===== src/rtl/clocks_startup_seq_pkg.sv =====
// Shared types and constants for the clock-domain startup sequencer.
package clocks_startup_seq_pkg;

  // Sequencer states
  typedef enum logic [1:0] {
    ST_WAIT_LOCK = 2'd0,
    ST_RELEASE   = 2'd1,
    ST_RUN       = 2'd2,
    ST_FAULT     = 2'd3
  } state_t;

  // Domain bit positions in LOCKED / RST_REQ
  localparam int unsigned DOM_WORD_GEN = 0;
  localparam int unsigned DOM_PKT_COMM = 1;
  localparam int unsigned DOM_CORE     = 2;
  localparam int unsigned DOM_CMP      = 3;

  // Default build parameters
  localparam int unsigned DEF_N_DOMAINS          = 4;
  localparam int unsigned DEF_LOCK_STABLE_CYCLES = 1024;
  localparam int unsigned DEF_STAGGER_CYCLES     = 16;
  localparam int unsigned DEF_FAULT_HOLD_CYCLES  = 64;
  localparam int unsigned DEF_LOSS_CNT_W         = 8;

  // Width of a counter that only ever needs to reach max(a,b,c)-1
  function automatic int unsigned cnt_width(input int unsigned a,
                                            input int unsigned b,
                                            input int unsigned c);
    int unsigned m;
    m = a;
    if (b > m) m = b;
    if (c > m) m = c;
    return (m < 2) ? 1 : $clog2(m);
  endfunction

endpackage


===== src/rtl/clocks_startup_seq_if.sv =====
// Lock inputs and reset/status outputs of the startup sequencer.
interface clocks_startup_seq_if #(
  parameter int unsigned N_DOMAINS  = 4,
  parameter int unsigned LOSS_CNT_W = 8
);

  logic [N_DOMAINS-1:0]  locked;
  logic [N_DOMAINS-1:0]  rst_req;
  logic                  ready;
  logic [LOSS_CNT_W-1:0] loss_cnt;
  logic [N_DOMAINS-1:0]  lock_sync;

  // Clock-generation side: drives lock flags, observes sequencing
  modport master (
    output locked,
    input  rst_req,
    input  ready,
    input  loss_cnt,
    input  lock_sync
  );

  // Sequencer side
  modport slave (
    input  locked,
    output rst_req,
    output ready,
    output loss_cnt,
    output lock_sync
  );

endinterface


===== src/rtl/clocks_startup_seq_sync2.sv =====
// Two-flop synchronizer for quasi-static flags crossing into clk; clears to 0 on rst.
module clocks_startup_seq_sync2 #(
  parameter int unsigned WIDTH = 1
) (
  input  logic             clk,
  input  logic             rst,
  input  logic [WIDTH-1:0] d,
  output logic [WIDTH-1:0] q
);

  logic [WIDTH-1:0] meta_q;
  logic [WIDTH-1:0] sync_q;

  // Metastability stage followed by the stable output stage
  always_ff @(posedge clk) begin
    if (rst) begin
      meta_q <= '0;
      sync_q <= '0;
    end else begin
      meta_q <= d;
      sync_q <= meta_q;
    end
  end

  assign q = sync_q;

endmodule


===== src/rtl/clocks_startup_seq.sv =====
// Orders reset release of PLL-derived domains once all locks are stable,
// re-asserts every domain reset on lock loss and counts those losses.
module clocks_startup_seq
  import clocks_startup_seq_pkg::*;
#(
  parameter int unsigned N_DOMAINS          = DEF_N_DOMAINS,
  parameter int unsigned LOCK_STABLE_CYCLES = DEF_LOCK_STABLE_CYCLES,
  parameter int unsigned STAGGER_CYCLES     = DEF_STAGGER_CYCLES,
  parameter int unsigned FAULT_HOLD_CYCLES  = DEF_FAULT_HOLD_CYCLES,
  parameter int unsigned LOSS_CNT_W         = DEF_LOSS_CNT_W
) (
  input  logic                 clk,
  input  logic                 rst,
  clocks_startup_seq_if.slave  bus
);

  localparam int unsigned CNT_W = cnt_width(LOCK_STABLE_CYCLES, STAGGER_CYCLES,
                                            FAULT_HOLD_CYCLES);
  localparam int unsigned IDX_W = (N_DOMAINS > 1) ? $clog2(N_DOMAINS) : 1;

  localparam logic [CNT_W-1:0] STABLE_LAST = CNT_W'(LOCK_STABLE_CYCLES - 1);
  localparam logic [CNT_W-1:0] STAG_LAST   = CNT_W'(STAGGER_CYCLES - 1);
  localparam logic [CNT_W-1:0] HOLD_LAST   = CNT_W'(FAULT_HOLD_CYCLES - 1);
  localparam logic [IDX_W-1:0] IDX_LAST    = IDX_W'(N_DOMAINS - 1);

  logic [N_DOMAINS-1:0]  lock_sync;
  logic                  all_lock;
  logic                  lock_lost;

  state_t                state_q,   state_d;
  logic [CNT_W-1:0]      stable_q,  stable_d;
  logic [CNT_W-1:0]      stag_q,    stag_d;
  logic [CNT_W-1:0]      hold_q,    hold_d;
  logic [IDX_W-1:0]      idx_q,     idx_d;
  logic [IDX_W-1:0]      idx_next;
  logic [N_DOMAINS-1:0]  rst_req_q, rst_req_d;
  logic                  ready_q,   ready_d;
  logic [LOSS_CNT_W-1:0] loss_q,    loss_d;

  clocks_startup_seq_sync2 #(
    .WIDTH (N_DOMAINS)
  ) u_lock_sync (
    .clk (clk),
    .rst (rst),
    .d   (bus.locked),
    .q   (lock_sync)
  );

  assign all_lock  = &lock_sync;
  assign lock_lost = !all_lock && ((state_q == ST_RELEASE) || (state_q == ST_RUN));

  // Next-state and registered-output computation
  always_comb begin
    state_d   = state_q;
    stable_d  = stable_q;
    stag_d    = stag_q;
    hold_d    = hold_q;
    idx_d     = idx_q;
    idx_next  = idx_q + IDX_W'(1);
    rst_req_d = rst_req_q;
    ready_d   = ready_q;
    loss_d    = loss_q;

    unique case (state_q)
      ST_WAIT_LOCK: begin
        rst_req_d = '1;
        ready_d   = 1'b0;
        if (!all_lock) begin
          stable_d = '0;
        end else if (stable_q == STABLE_LAST) begin
          // First domain leaves reset on the same update that enters RELEASE
          stable_d     = '0;
          stag_d       = '0;
          idx_d        = '0;
          rst_req_d[0] = 1'b0;
          if (IDX_LAST == '0) begin
            state_d = ST_RUN;
            ready_d = 1'b1;
          end else begin
            state_d = ST_RELEASE;
          end
        end else begin
          stable_d = stable_q + CNT_W'(1);
        end
      end

      ST_RELEASE: begin
        if (stag_q == STAG_LAST) begin
          stag_d              = '0;
          idx_d               = idx_next;
          rst_req_d[idx_next] = 1'b0;
          if (idx_next == IDX_LAST) begin
            state_d = ST_RUN;
            ready_d = 1'b1;
          end
        end else begin
          stag_d = stag_q + CNT_W'(1);
        end
      end

      ST_RUN: begin
        rst_req_d = '0;
        ready_d   = 1'b1;
      end

      ST_FAULT: begin
        rst_req_d = '1;
        ready_d   = 1'b0;
        if (hold_q == HOLD_LAST) begin
          state_d  = ST_WAIT_LOCK;
          hold_d   = '0;
          stable_d = '0;
        end else begin
          hold_d = hold_q + CNT_W'(1);
        end
      end

      default: begin
        state_d = ST_WAIT_LOCK;
      end
    endcase

    // Lock loss after release has begun overrides any pending release step
    if (lock_lost) begin
      state_d   = ST_FAULT;
      hold_d    = '0;
      stag_d    = '0;
      idx_d     = '0;
      rst_req_d = '1;
      ready_d   = 1'b0;
      if (loss_q != '1) begin
        loss_d = loss_q + LOSS_CNT_W'(1);
      end
    end
  end

  // State, counters and outputs register
  always_ff @(posedge clk) begin
    if (rst) begin
      state_q   <= ST_WAIT_LOCK;
      stable_q  <= '0;
      stag_q    <= '0;
      hold_q    <= '0;
      idx_q     <= '0;
      rst_req_q <= '1;
      ready_q   <= 1'b0;
      loss_q    <= '0;
    end else begin
      state_q   <= state_d;
      stable_q  <= stable_d;
      stag_q    <= stag_d;
      hold_q    <= hold_d;
      idx_q     <= idx_d;
      rst_req_q <= rst_req_d;
      ready_q   <= ready_d;
      loss_q    <= loss_d;
    end
  end

  assign bus.rst_req   = rst_req_q;
  assign bus.ready     = ready_q;
  assign bus.loss_cnt  = loss_q;
  assign bus.lock_sync = lock_sync;

endmodule

===== src/flat_wrapper.sv =====
// flat-port wrapper written by rule: the top's interface ports become plain ports
module clocks_startup_seq_flat import clocks_startup_seq_pkg::*;
#(
  parameter int unsigned N_DOMAINS          = DEF_N_DOMAINS,
  parameter int unsigned LOCK_STABLE_CYCLES = DEF_LOCK_STABLE_CYCLES,
  parameter int unsigned STAGGER_CYCLES     = DEF_STAGGER_CYCLES,
  parameter int unsigned FAULT_HOLD_CYCLES  = DEF_FAULT_HOLD_CYCLES,
  parameter int unsigned LOSS_CNT_W         = DEF_LOSS_CNT_W
)
  (clk, rst, bus_locked, bus_rst_req, bus_ready, bus_loss_cnt, bus_lock_sync);
  clocks_startup_seq_if #(.N_DOMAINS(N_DOMAINS), .LOSS_CNT_W(LOSS_CNT_W)) bus_i ();
  input  logic clk;
  input  logic rst;
  input wire logic [$bits(bus_i.locked)-1:0] bus_locked;
  output wire logic [$bits(bus_i.rst_req)-1:0] bus_rst_req;
  output wire logic [$bits(bus_i.ready)-1:0] bus_ready;
  output wire logic [$bits(bus_i.loss_cnt)-1:0] bus_loss_cnt;
  output wire logic [$bits(bus_i.lock_sync)-1:0] bus_lock_sync;
  assign bus_i.locked = bus_locked;
  assign bus_rst_req = bus_i.rst_req;
  assign bus_ready = bus_i.ready;
  assign bus_loss_cnt = bus_i.loss_cnt;
  assign bus_lock_sync = bus_i.lock_sync;
  clocks_startup_seq #(.N_DOMAINS(N_DOMAINS), .LOCK_STABLE_CYCLES(LOCK_STABLE_CYCLES), .STAGGER_CYCLES(STAGGER_CYCLES), .FAULT_HOLD_CYCLES(FAULT_HOLD_CYCLES), .LOSS_CNT_W(LOSS_CNT_W)) u_core (.clk(clk), .rst(rst), .bus(bus_i));
endmodule

===== config.mk =====
export PLATFORM = sky130hd
export DESIGN_NAME = clocks_startup_seq_flat
export DESIGN_NICKNAME = d
export VERILOG_FILES = /design/src/rtl/clocks_startup_seq_pkg.sv /design/src/rtl/clocks_startup_seq_if.sv /design/src/rtl/clocks_startup_seq_sync2.sv /design/src/rtl/clocks_startup_seq.sv /design/src/flat_wrapper.sv
export SDC_FILE = /design/constraint.sdc
export NUM_CORES = 1
export LEC_CHECK = 0
export CORE_MARGIN = 4
export CORE_UTILIZATION = 62
export DETAILED_ROUTE_END_ITERATION = 8
export GPL_ROUTABILITY_DRIVEN = 0
export PLACE_DENSITY = 0.85
export SLEW_MARGIN = 20
export SYNTH_ARGS = -nofsm -noshare
export SYNTH_HDL_FRONTEND = slang
export SYNTH_SLANG_ARGS = --single-unit

===== constraint.sdc =====
create_clock -name clk -period 3.6 [get_ports clk]
set_input_delay 0.72 -clock clk [delete_from_list [all_inputs] [get_ports clk]]
set_output_delay 0.72 -clock clk [all_outputs]
set_load 0.02 [all_outputs]

==> reports/qor.yml <==
flow_run:
  drv_cap: 0
setup_path:
  end_kind: "flip-flop"
  start_kind: "flip-flop"
  criticalPathCategory: "reg2reg"
  cp_max_fo: 15
  cpMaxStageDelayCell: "ha_1"
  r2r-end: "u_core.bus.loss_cnt[7]"
  crit_buf_inv: 1
  critical-path-max-stage-delay_ns: 0.76
  r2r_cells: 6
  path_cells: "inv_1 > ha_1 > o311ai_2 > nor4_1 > xnor2_1 > nor2_1"
  r2r-start: "u_core.state_q[1]"
  cp_top_family: "adder cells"
  critical_path_required_ns: 3.77
  cp.arrival_ns: 2.65
  rrSetupSlack_ns: 1.12
grt:
  grt-ovfl-total: 0
  grt_pass1_wl_mm: 8.68
  grt_pass1_vias: 1978
  antenna_found_initial: 0
  grt_max_degree: 24
  grt.total_usage_pct: 20.2
placement:
  place_area_um2: 2920
  portBuffers: 22
  hpwl_mm: 3.44
route:
  drt_pass1_iterations: 5
  vias: 2096
  ant_nets: 0
  wirelength_mm: 4.88
  first_iter_violations: 138
  viasPerCell: 5.81
  wire_per_inst_um: 13.5
  drc: 0
yosys:
  syn-cell-area_um2: 2690
  synth_edf_count: 0
  synth_top_family_by_area: "simple AND/OR/NAND/NOR gates"
  synth_fa_ha_area_share_pct: 5.59
  synth_cell_type_count: 57
  synthXorXnorAreaFrac_pct: 7.82
  synth_flop_cell: "dfxtp_1"
  synthMuxAreaShare_pct: 1.49
  synth_nets: 309
  ys_seq_area_share_pct: 41.0
  ys_warn_count: 0
  synth_simple_gate_area_share_pct: 26.3
  synth_area_per_cell_um2: 9.23
  synth-compound-area-share_pct: 14.4
  syn_inst: 291
  ys_ff_latch: 55
  async_flop_share_pct: 0
pwr:
  power.density_nw_per_um2: 615
  p_clk_share_pct: 19.4
  combPwrFrac_pct: 41.8
  power.switching_mw: 0.726
  ir_worst_vdd_mv: 0.578
  p_seq_share_pct: 38.8
  power.internal_mw: 1.13
  switching_share_pct: 39.0
  p_leak_nw: 1.04
sta:
  skew_ns: 0.00673
  fin_tns_setup_ns: 0
  tightestPinTransition_ns: 0.848
  max_freq_mhz: 403
  fin_crit_sh_pct: 69.0
  final_hold_viol_count: 0
  relSlewSlack_pct: 43.3
  slew_viol_final: 0
  setup_viol_count_final: 0
  rsz0062_at_grt: "no"
  fin_crit_ns: 2.48
cts:
  clk_latency_ns: 0.31
  numCtsBuffers: 5
  clock-root-buffer: "clkbuf_8"
  cts_tree: "built"
  htree_num_levels: 2
  clock_sinks: 55
  cts.repair.resized: 0
  clockBufferDepth: 2
  post_cts_buffers: 0
  ctsHoldBuffers: 0
  clk_transition_reported_paths_ns: 0.09
cells_and_area:
  drive_gt1_share_pct: 9.65
  multiInputGateArea_um2: 1500
  diodes: 0
  layout.area.seq_um2: 1100
  finalNetCount: 328
  nFillCells: 312
  final_area_um2: 3020
  utilization_pct: 74.0
  area_growth_pct: 12.5
die:
  initial_core_util_pct: 65.7
  die_area_um2: 5450
  pin_count: 23
  die_h_um: 73.8
  fp.dieW_um: 73.8
  rows: 23
  fp.coreArea_um2: 4090
worst_hold_path:
  hp-start: "u_core.u_lock_sync.meta_q[1]"
  hold_path_class: "reg2reg"
  hold_path_end: "u_core.u_lock_sync.q[1]"
  min_delay_path_depth: 1
run_status:
  status: "finished clean"
[worst max-delay path by stage]
stage	end	cells after the start	slack, ns	startpoint
after floorplan	u_core.state_q[0]	5	1.70	u_core.u_lock_sync.q[0]
after global placement	u_core.stag_q[7]	4	1.07	rst
after CTS	u_core.bus.loss_cnt[7]	6	1.04	u_core.state_q[1]
after global routing	u_core.stable_q[4]	6	0.95	u_core.state_q[0]
final	u_core.bus.loss_cnt[7]	6	1.12	u_core.state_q[1]
after detailed placement	u_core.stag_q[0]	4	1.01	rst
[cells by family (layout without fill, tap and decap cells)]
kind of cell,Yosys count,in the layout
AO/OA/AOI/OAI,55,55
XOR/XNOR,24,24
adder cells (fa/ha/maj),12,12
buffers and inverters,20,40
flip-flops,55,55
multiplexers,4,4
AND/OR/NAND/NOR,121,121
[metal layers]
| layer | global-route usage, % | up-vias | routed length (um) |
|---|---|---|---|
| li1 | - | 1070 | - |
| met1 | 25.6 | 989 | 2280 |
| met2 | 33.7 | 29 | 2380 |
| met3 | 4.79 | 8 | 144 |
| met4 | 6.24 | 0 | 71 |
| met5 | 0 | - | 0 |
[cell type report]
class                      instances  area share [%]
tap                               50            2.07
multi-input combinational        216            49.7
sequential                        55            36.4
timing repair buffer              22            7.28
clock buffer                       8            3.31
inverter                          10            1.24
[worst reg2reg max path: stages, from the launching register on]
cell and delay (ns):
dfxtp_1 0.38, inv_1 0.10, ha_1 0.76, o311ai_2 0.45, nor4_1 0.43, xnor2_1 0.17, nor2_1 0.06
[synth_stat cells (3+ instances only)]
master	n	share of area, %
a21oi_1	17	3.2
o31ai_1	3	0.84
nor4_4	3	2.4
and3_1	3	0.70
clkbuf_1	6	0.84
nand3_1	10	1.9
or3_1	3	0.70
xnor2_1	12	3.9
mux2i_1	4	1.5
nand4_1	7	1.6
o21ai_0	14	2.6
nor2_1	41	5.7
ha_1	12	5.6
nor3_1	4	0.75
inv_1	10	1.4
or4_4	3	1.3
nand2_1	21	2.9
a311oi_1	3	0.98
xor2_1	12	3.9
nor2b_1	8	1.9
dfxtp_1	55	41
[registers in the layout, summed over array words and instances, names as in the netlist]
name / count
u_core.bus.rst_req: 4
u_core.bus.loss_cnt: 8
u_core.u_lock_sync.q: 4
u_core.u_lock_sync.meta_q: 4
u_core.stable_q: 10
u_core.idx_q: 2
u_core.bus.ready: 1
u_core.state_q: 2
u_core.hold_q: 10
u_core.stag_q: 10
[power by group through the flow]
stage	registers (mW)	logic (mW)	clock network, mW
2_1_floorplan	0.777	0.552	0
3_3_place_gp	0.732	0.745	0
3_5_place_dp	0.736	0.758	0
4_1_cts	0.722	0.769	0.369
5_1_grt	0.735	0.853	0.395
6_report	0.722	0.777	0.361
[stage by stage]
step | power [mW] | hold slack (ns) | worst slack, ns | std cells
final | 1.86 | 0.438 | 1.12 | 361
after global routing | 1.98 | 0.464 | 0.951 | 361
after CTS | 1.86 | 0.448 | 1.04 | 361
after detailed placement | 1.49 | 0.430 | 1.01 | 353
after global placement | 1.48 | 0.417 | 1.07 | 353
after floorplan | 1.33 | 0.414 | 1.70 | 291
[layout by cell type, fill, tap and decap left out, drive strengths merged, types with 8 or more instances in the layout]
| cell type | count |
|---|---|
| nand2 | 22 |
| inv | 10 |
| a21oi | 18 |
| clkdlybuf4s50 | 22 |
| nand4 | 9 |
| nor2b | 8 |
| xor2 | 12 |
| o21ai | 15 |
| ha | 12 |
| xnor2 | 12 |
| dfxtp | 55 |
| clkbuf | 8 |
| nor2 | 42 |
| nand3 | 11 |
No activity file was read; power rests on OpenSTA's default activity.
